**config.mk**
```make
export PLATFORM = sky130hd
export DESIGN_NAME = keypad_encoder
export DESIGN_NICKNAME = d
export VERILOG_FILES = /design/src/rtl/keypad_pkg.sv /design/src/rtl/sync2.sv /design/src/rtl/keypad_encoder.sv
export SDC_FILE = /design/constraint.sdc
export NUM_CORES = 1
export LEC_CHECK = 0
export CORE_UTILIZATION = 60
export CTS_BUF_LIST = sky130_fd_sc_hd__clkbuf_8
export DETAILED_ROUTE_END_ITERATION = 16
export PLACE_DENSITY = 0.83
export SLEW_MARGIN = 10
export SYNTH_ARGS = -nofsm -noshare
export SYNTH_HDL_FRONTEND = slang
export SYNTH_HIERARCHICAL = 1
export SYNTH_SLANG_ARGS = --single-unit
export TNS_END_PERCENT = 100
```
**constraint.sdc**
```tcl
create_clock -name clk -period 4.3 [get_ports clk]
set_clock_uncertainty 0.05 [all_clocks]
set_input_delay 1.29 -clock clk [delete_from_list [all_inputs] [get_ports clk]]
set_output_delay 1.29 -clock clk [all_outputs]
set_load 0.1 [all_outputs]
```
**src/rtl/keypad_pkg.sv**
```systemverilog
// keypad_pkg: FSM states, key map and row priority shared by the keypad encoder.
package keypad_pkg;
  typedef enum logic [1:0] {SCAN, PRESS_DB, HELD, RELEASE_DB} kp_state_t;
  // Nibble {row, col} holds the legend printed on that key.
  localparam logic [15:0][3:0] KEYMAP = 64'hDF0E_C987_B654_A321;
  function automatic logic [1:0] rowEnc(input logic [3:0] rows);
    return !rows[0] ? 2'd0 : !rows[1] ? 2'd1 : !rows[2] ? 2'd2 : 2'd3;
  endfunction
endpackage

```
**src/rtl/sync2.sv**
```systemverilog
// sync2: two-flop synchronizer for asynchronous board inputs.
module sync2 #(
  parameter int W = 4,
  parameter logic [W-1:0] INIT = '1
) (
  input  logic         clk,
  input  logic         rst_n,
  input  logic [W-1:0] d,
  output logic [W-1:0] q
);
  logic [W-1:0] meta;
  always_ff @(posedge clk or negedge rst_n)
    if (!rst_n) begin
      meta <= INIT;
      q <= INIT;
    end else begin
      meta <= d;
      q <= meta;
    end
endmodule

```
**src/rtl/keypad_encoder.sv**
```systemverilog
// keypad_encoder: scans a 4x4 active-low keypad, debounces presses and
// delivers hex codes on valid/ready while shifting them into a digit register.
module keypad_encoder
  import keypad_pkg::*;
#(
  parameter int SCAN_DIV = 50000,
  parameter int DEBOUNCE_CNT = 1000000
) (
  input  logic        clk,
  input  logic        rst_n,
  input  logic [3:0]  row_i,
  output logic [3:0]  col_o,
  output logic [3:0]  code_data,
  output logic        code_valid,
  input  logic        code_ready,
  output logic [15:0] digits,
  output logic        overflow
);
  localparam int SW = $clog2(SCAN_DIV);
  localparam int DW = $clog2(DEBOUNCE_CNT);
  localparam logic [SW-1:0] SCAN_LAST = SW'(SCAN_DIV - 1);
  localparam logic [DW-1:0] DB_LAST = DW'(DEBOUNCE_CNT - 1);

  kp_state_t     state;
  logic [3:0]    rowS, latRow, code;
  logic [SW-1:0] scanCnt;
  logic [DW-1:0] dbCnt;
  logic [1:0]    colIdx;
  logic          allHigh, emit, accept, xfer;

  sync2 #(.W(4), .INIT(4'hF)) uSync (.clk(clk), .rst_n(rst_n), .d(row_i), .q(rowS));

  assign col_o = ~(4'b0001 << colIdx);
  assign allHigh = rowS == 4'hF;
  assign emit = state == PRESS_DB && rowS == latRow && dbCnt == DB_LAST;
  assign code = KEYMAP[{rowEnc(latRow), colIdx}];
  assign xfer = code_valid && code_ready;
  assign accept = !code_valid || code_ready;

  // The column stays frozen from detection until release is debounced.
  always_ff @(posedge clk or negedge rst_n) begin
    if (!rst_n) begin
      state <= SCAN;
      scanCnt <= '0;
      dbCnt <= '0;
      colIdx <= '0;
      latRow <= 4'hF;
    end else begin
      case (state)
        SCAN:
          if (scanCnt != SCAN_LAST) scanCnt <= scanCnt + 1'b1;
          else if (!allHigh) begin
            latRow <= rowS;
            dbCnt <= '0;
            scanCnt <= '0;
            state <= PRESS_DB;
          end else begin
            scanCnt <= '0;
            colIdx <= colIdx + 2'd1;
          end
        PRESS_DB:
          if (rowS != latRow) begin
            state <= SCAN;
            scanCnt <= '0;
            colIdx <= colIdx + 2'd1;
          end else if (dbCnt == DB_LAST) state <= HELD;
          else dbCnt <= dbCnt + 1'b1;
        HELD:
          if (allHigh) begin
            dbCnt <= '0;
            state <= RELEASE_DB;
          end
        RELEASE_DB:
          if (!allHigh) state <= HELD;
          else if (dbCnt == DB_LAST) begin
            state <= SCAN;
            scanCnt <= '0;
            colIdx <= colIdx + 2'd1;
          end else dbCnt <= dbCnt + 1'b1;
        default: state <= SCAN;
      endcase
    end
  end

  always_ff @(posedge clk or negedge rst_n) begin
    if (!rst_n) begin
      code_data <= '0;
      code_valid <= 1'b0;
      digits <= '0;
      overflow <= 1'b0;
    end else begin
      if (emit && accept) begin
        code_data <= code;
        code_valid <= 1'b1;
        digits <= {digits[11:0], code};
      end else if (xfer) code_valid <= 1'b0;
      overflow <= (emit && !accept) || (overflow && !xfer);
    end
  end
endmodule

```
# Word-level counts from Yosys, hierarchy flattened
# Memories as Yosys holds them, arrays and structs flattened.
# Index checks and enable logic that the tools add are counted.
# classes
add_sub_neg	3
n_lt_le_gt_ge	1
eq_ne	18
shifts	1
muxes	32
n_bitwise	3
n_reduce_logical	19
# op_table
cell	count
$mux W20	6
$pmux W20 S4	1
$mux W16	4
$pmux W16 S3	1
$mux W2	14
$add A20 B1 Y20 const B	1
$eq A20 B20 Y1 const B	1
$add A16 B1 Y16 const B	1
$ne A16 B16 Y1 const B	1
$ne A2 B2 Y1 const B	7
$reduce_and A5 Y1	2
$pmux W2 S4	1
$logic_and A1 B1 Y1	6
$pmux W2 S3	1
$reduce_and A6 Y1	1
$lt A4 B5 Y1 const B	1
$eq A2 B2 Y1 const B	2
$eq A4 B4 Y1	1
$eq A4 B4 Y1 const B	1
$mux W4	1
$ne A4 B4 Y1	1
$not A4 Y4	1
$reduce_and A4 Y1	1
$shl A1 B2 Y4 const A	1
other kinds (13)	19
# word_totals
register_bits	74
mem_bits_ro	64
input_bits	7
output_inout_bits	26
wordCells	89
memories	1
# mem_list
name	depth	word_bits	rd	rd_ports_with_merged_regs	wr	line	source
(name not given)	16	4	1	0	0	keypad_encoder.sv:36	assign code = KEYMAP[{rowEnc(latRow), colIdx}];

# Depth between registers and ports, before layout
# Gate-level depths: netlist of the first run.
# logic_depth
word_depth	5
depth_mapped	9
ltp_nobuf	7

# Modules after synthesis
# Netlist of the first run, hierarchy kept.
# by_module_without_submodules
module	n_inst	cells_each	area_each_um2
keypad_encoder	1	384	3527.1
sync2	1	8	210.2

# Least setup slack after synthesis of the first run
# OpenSTA, ideal clock, no wires.
# synth_timing
path_kind	register to output
start	register code_data[0] (netlist name)
end	output port digits[0]
arrival_time_ns	1.353
required_ns	2.960
slack_ns	1.607
stages_incl_launch_ff	2
cell_sequence	dfrtp_1 > buf_4
# synth_rtl
element	line	source
end, declared	keypad_encoder.sv:16	output logic [15:0] digits,

# Worst setup path in the final report of the first run
# layout_timing
start	register code_data[2]
end	output port code_data[2]
# layout_rtl
element	line	source
start, declared	keypad_encoder.sv:13	output logic [3:0] code_data,
start signal, assigned	keypad_encoder.sv:93	code_data <= code;
# No word-level cell between the ends.

==> results of run 1 <==
## registers in the layout, summed over array words and instances, names as in the netlist
register and count:
dbCnt 20, scanCnt 16, digits 13, latRow 4
uSync/meta 4, uSync/q 4, code_data 3, colIdx 2
state 2, code_valid 1, overflow 1
## logic make-up (layout without fill, tap and decap cells)
| family | Yosys count | count (layout) | share of synthesized area (%) |
|---|---|---|---|
| flip-flops | 70 | 70 | 47.3 |
| adder cells (fa/ha/maj) | 8 | 8 | 2.68 |
| AND/OR/NAND/NOR | 159 | 159 | 22.6 |
| XOR/XNOR | 5 | 5 | 1.17 |
| AO/OA/AOI/OAI | 91 | 91 | 15.6 |
| multiplexers | 21 | 21 | 6.19 |
| buffers and inverters | 38 | 70 | 4.52 |
## metal layers
metal | vias up | share of wire [%]
li1 | 1490 | -
met1 | 1564 | 43
met2 | 109 | 50
met3 | 19 | 4.9
met4 | 0 | 1.6
met5 | - | 0
## layout make-up
cell class	instances	area share, %
Clock inverter	7	2.07
Sequential cell	70	41.2
Inverter	15	1.31
Clock buffer	9	2.89
Multi-Input combinational cell	284	42.0
Tap cell	75	2.19
Timing Repair Buffer	39	8.34
## through the flow
stage	hold slack (ns)	total power, W
2_1_floorplan	0.295	0.000690
3_3_place_gp	0.295	0.000712
3_5_place_dp	0.299	0.000714
4_1_cts	0.309	0.00129
5_1_grt	0.310	0.00132
6_report	0.307	0.00128
## power groups by stage
stage          Clock (W)  Combinational (W)  Sequential (W)
2_1_floorplan          0         0.00000393        0.000686
3_3_place_gp           0          0.0000308        0.000681
3_5_place_dp           0          0.0000318        0.000682
4_1_cts         0.000584          0.0000319        0.000669
5_1_grt         0.000613          0.0000347        0.000670
6_report        0.000580          0.0000310        0.000669
## worst max-delay path by stage
stage / cells after the start / slack [ns] / end / from
floorplan: 1 / 1.61 / digits[0] / code_data[0]
detailed placement: 5 / 1.14 / digits[3] / code_ready
CTS: 1 / 1.02 / code_data[1] / code_data[1]
global placement: 5 / 1.19 / digits[3] / code_ready
finish: 1 / 1.03 / code_data[2] / code_data[2]
global route: 1 / 0.99 / digits[2] / code_data[2]
## cells in the mapped netlist, drive strengths merged, types with 10 or more instances
master   n
nor2    20
o21ai   40
nor3    12
dfrtp   58
buf     11
nand3   17
mux2    17
a31oi   10
nand2   57
inv     15
nor4    11
clkbuf  12
dfstp   12
==> metrics.sh, run 1 <==
POST_SYNTH.CELL_AREA_AVG_UM2=9.53
DESIGN.DIE.AREA_UM2=6550
GRTUSAGEMET2_PCT=50.8
PIN_SLEW_WITH_THE_LEAST_HEADROOM_TO_ITS_LIMIT_NS=0.984
DIODES=0
MIN_FROM='uSync/meta[3]'
SYNTH_LARGEST_AREA_CELL='dfrtp_1'
REG2REG_FROM='dbCnt[0]'
GRT_FIRST_PASS_WIRELENGTH_MM=15.0
CRITICAL_PATH_CLASS='register to output port'
TOP_CELL_TYPE_S_SHARE_OF_SYNTHESIZED_AREA_PCT=38.8
DETAIL-ROUTE-ANTENNA-NETS=0
DP_HPWL_MM=6.01
PRE_CTS_WS_NS=1.14
CRITPATHMAXSTAGEDELAY_NS=1.16
SYNTHESIS.NETS=407
POSTLAYOUTCELLAREA_UM2=4290
LAYOUT.CELLS.NON_FILLER=499
AREA_TAKEN_BY_MULTI_INPUT_LOGIC_GATES_UM2=1800
NUMCTSBUFFERS=9
POWER.CLOCK.FRACTION_PCT=45.3
REGAREA_UM2=1770
PERIOD_SHARE_PCT=76.0
CP.ARRIVAL_NS=1.93
FMAX_MHz=306
TIMING.HOLD.WORST_ENDPOINT='uSync/q[3]'
SYNTH_EDF_COUNT=0
POWER_SWITCHING_W=0.000284
TIMING_MAX_TRANSITION_VIOLATIONS_FINAL=0
INITIAL_ANTENNA_VIOLATION_COUNT=0
HOLD_DEPTH=0
AREA_DELTA_SYNTH_FINAL_PCT=14.8
FINAL.SETUP.WORST_SLACK_NS=1.03
NUMPLACEDINSTANCES=483
POSTCTSSETUPREPAIRBUFS=0
SETUP.WORST_PATH.END_CLASS='output port'
DRT_ITER0_DRC=303
P_COMB_SHARE_PCT=2.4
TIMING_HOLD_VIOLATIONS_FINAL=0
TRITONCTS='built'
CTS-HTREE-LEVELS=3
POWER-PER-CELL-AREA_nW_PER_UM2=299
TIMING.FINAL.SETUP_VIOLATIONS=0
CPLARGESTDELAYFAMILY='buffers and inverters'
POST_LAYOUT_NET_COUNT=434
TIMING.RR.END='digits[3]'
PLACE.GP.CONGESTION=0.896
GRT_USE_TOTAL_PCT=30.4
CORE.ROWCOUNT=28
DIE_HEIGHT_UM=80.9
FINALWIRELENGTH_MM=8.79
CTS-RESIZED-GATES=0
SYNTHFLOPTYPE='dfrtp_1'
FINAL.MIN_CLOCK_PERIOD_NS=3.27
DRC_ERRORS=0
P_LEAK_nW=1.77
YS_TOP_CELLS_BY_AREA='dfrtp_1, dfstp_2, nand2_1'
YS_FF_LATCH=70
RESULT_OF_THE_RUN='completed'
CLOCK_TREE.ROOT_CELL='clkbuf_8'
GROUTE.LAYER.MET1.USAGE_PCT=38.8
POST_ROUTE_CELLS_DRIVE_ABOVE_1_SHARE_PCT=16.0
SWITCHING_SHARE_PCT=22.2
GRT_MAX_DEGREE=42
VIA_COUNT_OF_THE_FIRST_GLOBAL_ROUTING_PASS=3102
CTSLONGESTPATHBUFFERS=2
DRTPASS1ITERATIONS=6
SYNTH_ASYNC_SR_FLOP_SHARE_PCT=100
PLACEDINSTANCEAREA_UM2=4080
FINAL_COMMON_CELL='dfrtp_1'
DIE_WIDTH_UM=80.9
POSTSYNTHCELLCOUNT=392
POWER_FRAC_SEQ_PCT=52.3
FINAL_CELL_MIX='dfrtp_1, nand2_1, o21ai_0'
IO_PINS=33
P_INT_W=0.000997
SETUP_TNS_NS=0
IR_WORST_VDD_mV=0.208
RR_WORST_DEPTH=7
R2R_SLACK_NS=1.54
NUM_VIAS=3182
WORSTHOLDPATHTYPE='register to register'
CRITPATHSLOWESTCELL='clkdlybuf4s50_1'
WL_PER_CELL_UM=17.6
WORSTSKEWPAIRLATENCY_NS=0.36
SLEW_HEADROOM_PCT=34.2
START_UTIL_PCT=62.8
FP.COREAREA_UM2=5960
CP.REQUIRED_NS=2.96
GROUTE.LAYER.MET3.USAGE_PCT=7.64
TIMING.CRITICAL_PATH.FROM_TYPE='register'
YS_WARN_COUNT=6
SYN-CELL-AREA_UM2=3740
CTS_NUM_SINKS=70
GRT_SETUP_UNREPAIRED='false'
CRIT_CHAIN='clkdlybuf4s50_1'
N_FILL_CELL=438
CRITICAL_PATH.N_BUFFERS_INVERTERS=1
GRT_OVERFLOW_TOTAL=0
CTS_HOLD_BUF=0
PORT_BUFFERS=32
MAXCAPVIOLCOUNT=0
FINAL_CORE_UTIL_PCT=72.0
SYNTHDISTINCTLIBCELLS=56
PATH_MAX_FANOUT=4
CTS.REPORTEDPATHS.CLKPINSLEW_NS=0.07
SEQ_AREA_FRAC_SYNTH_PCT=47.3
POST_DRT_VIA_CELL_RATIO=6.38
GLOBALROUTE.BUSIESTLAYER='met2'
No activity file was read; power rests on OpenSTA's default activity.
==> run 2, diff against run 1 <==
CORE_UTILIZATION = 54   (was 60)
PLACE_DENSITY = 0.78   (was 0.83)
clock period = 2.9 ns   (was 4.3 ns; I/O delays follow)
==> run 2 against run 1 <==
  * Clock-buffer cell count grew 1
  * Worst hold slack is essentially flat
  * Power grew 44%
  * Die area grew 11%
  * Register-to-register slack lost 1.2 ns
  * Global-route usage shrank 5.4 points
  * Routed wire length shrank 4.9%
  * Via count shrank 1.5%
  * Final area shrank 0.76%
  * Sequential power grew 48%
  * Non-clock buffer count grew 1
  * Cell count grew 0.60%
  * Critical endpoint is now dbCnt[3]
  * Largest cell class unchanged
  * Largest power group unchanged
==> metrics.sh, run 2 (same netlist as run 1, synthesis figures left out) <==
DESIGN.DIE.AREA_UM2=7260
IO_PINS=33
CP.REQUIRED_NS=3.10
IR_WORST_VDD_mV=0.400
CTS-RESIZED-GATES=0
CRIT_CHAIN='ha_1, nand4b_1, nor4_4, or2_2, a211oi_1, buf_4, o21ai_0, o41ai_1'
HOLD_DEPTH=0
FINAL_COMMON_CELL='dfrtp_1'
INITIAL_ANTENNA_VIOLATION_COUNT=0
POST_DRT_VIA_CELL_RATIO=6.24
GRT_FIRST_PASS_WIRELENGTH_MM=14.2
DIODES=0
POST_LAYOUT_NET_COUNT=435
CP.ARRIVAL_NS=2.78
PLACE.GP.CONGESTION=0.858
POWER-PER-CELL-AREA_nW_PER_UM2=434
DIE_WIDTH_UM=85.2
FINAL.MIN_CLOCK_PERIOD_NS=2.58
POSTCTSSETUPREPAIRBUFS=0
CLOCK_TREE.ROOT_CELL='clkbuf_8'
FINALWIRELENGTH_MM=8.36
TRITONCTS='built'
AREA_DELTA_SYNTH_FINAL_PCT=13.9
MIN_FROM='uSync/meta[1]'
CRITPATHMAXSTAGEDELAY_NS=0.65
CRITPATHSLOWESTCELL='a211oi_1'
SETUP.WORST_PATH.END_CLASS='register'
FINAL_CELL_MIX='dfrtp_1, nand2_1, o21ai_0'
CORE.ROWCOUNT=29
SETUP_TNS_NS=0
NUMCTSBUFFERS=9
DRC_ERRORS=0
LARGEST_REGISTERS='dbCnt x20, scanCnt x16, digits x13'
DETAIL-ROUTE-ANTENNA-NETS=0
FP.COREAREA_UM2=6530
PATH_MAX_FANOUT=14
VIA_COUNT_OF_THE_FIRST_GLOBAL_ROUTING_PASS=3013
GRT_OVERFLOW_TOTAL=0
MAXCAPVIOLCOUNT=0
RR_WORST_DEPTH=8
TIMING_HOLD_VIOLATIONS_FINAL=0
GRT_MAX_DEGREE=71
FIN_TOTAL_PWR_W=0.00185
PIN_SLEW_WITH_THE_LEAST_HEADROOM_TO_ITS_LIMIT_NS=0.791
TIMING.CRITICAL_PATH.FROM_TYPE='register'
TIMING_MAX_TRANSITION_VIOLATIONS_FINAL=0
CTS-HTREE-LEVELS=3
DP_HPWL_MM=5.62
DRTPASS1ITERATIONS=5
FMAX_MHz=388
WL_PER_CELL_UM=16.6
CRITICAL_PATH_CLASS='register to register'
P_LEAK_nW=1.82
REG2REG_FROM='scanCnt[0]'
WORSTHOLDPATHTYPE='register to register'
CTS_NUM_SINKS=70
CTS_HOLD_BUF=0
MAX_FLOP_REGISTER='dbCnt'
START_UTIL_PCT=57.2
PORT_BUFFERS=32
DRT_ITER0_DRC=160
TIMING.RR.END='dbCnt[3]'
NUM_VIAS=3133
TIMING.FINAL.SETUP_VIOLATIONS=0
GRT_USE_TOTAL_PCT=25.0
PERIOD_SHARE_PCT=88.9
GRT_SETUP_UNREPAIRED='false'
CTSLONGESTPATHBUFFERS=2
CTS.REPORTEDPATHS.CLKPINSLEW_NS=0.08
DIE_HEIGHT_UM=85.2
SLEW_HEADROOM_PCT=47.1
MAX_FFS_PER_REGISTER=20
POST_ROUTE_CELLS_DRIVE_ABOVE_1_SHARE_PCT=21.4
RESULT_OF_THE_RUN='completed'
WORSTSKEWPAIRLATENCY_NS=0.35
TIMING.HOLD.WORST_ENDPOINT='uSync/q[1]'
R2R_SLACK_NS=0.32
-- run 2: report_power, final --
| part | internal [W] | switching (W) | leakage (nW) |
|---|---|---|---|
| clock | 0.000418 | 0.000390 | 0.0997 |
| sequential | 0.000987 | 0.00000483 | 0.915 |
| combinational | 0.0000135 | 0.0000325 | 0.809 |
| total | 0.00142 | 0.000428 | 1.82 |
-- run 2: worst max path at each step --
stage / start / endpoint / slack, ns / cells after the start
6_report: scanCnt[0] / dbCnt[3] / 0.32 / 8
5_1_grt: scanCnt[0] / dbCnt[3] / 0.17 / 8
4_1_cts: scanCnt[0] / dbCnt[3] / 0.35 / 8
3_5_place_dp: scanCnt[0] / dbCnt[3] / 0.36 / 8
3_3_place_gp: scanCnt[0] / dbCnt[3] / 0.37 / 8
2_1_floorplan: dbCnt[0] / colIdx[1] / 0.58 / 7
-- run 2: routing by layer --
layer / vias up / share of wire (%) / GRT usage, % / routed length (um)
met5: - / 0 / 0 / 0
met4: 0 / 1.5 / 9.71 / 124
met3: 15 / 5.0 / 5.64 / 420
met2: 112 / 48 / 40.5 / 4050
met1: 1507 / 45 / 32.9 / 3770
li1: 1499 / - / - / -
-- run 2: metrics by stage --
step | cells | setup WS, ns | utilization, % | hold slack (ns) | instance area (um^2)
6_report | 502 | 0.323 | 65.2 | 0.307 | 4260
5_1_grt | 502 | 0.166 | 65.2 | 0.310 | 4260
4_1_cts | 502 | 0.347 | 65.2 | 0.309 | 4260
3_5_place_dp | 486 | 0.359 | 62.1 | 0.297 | 4060
3_3_place_gp | 486 | 0.374 | 62.1 | 0.296 | 4060
2_1_floorplan | 392 | 0.582 | - | 0.295 | 3740
-- run 2: cell type report --
type | instances | area (um^2)
clock buffer | 10 | 138
sequential | 70 | 1770
fill | 508 | 2270
clock inverter | 6 | 62.6
timing repair buffer | 40 | 335
tap | 77 | 96.3
multi-input combinational | 284 | 1800
inverter | 15 | 56.3
-- run 2: critical path: cells and delay by family, from the launching register on --
kind	cells	cell delay [ns]
DFF	1	0.42
buffers and inverters	1	0.26
AOI/OAI and AO/OA	3	0.81
adders and majority gates	1	0.28
and+or+nand+nor	3	0.66
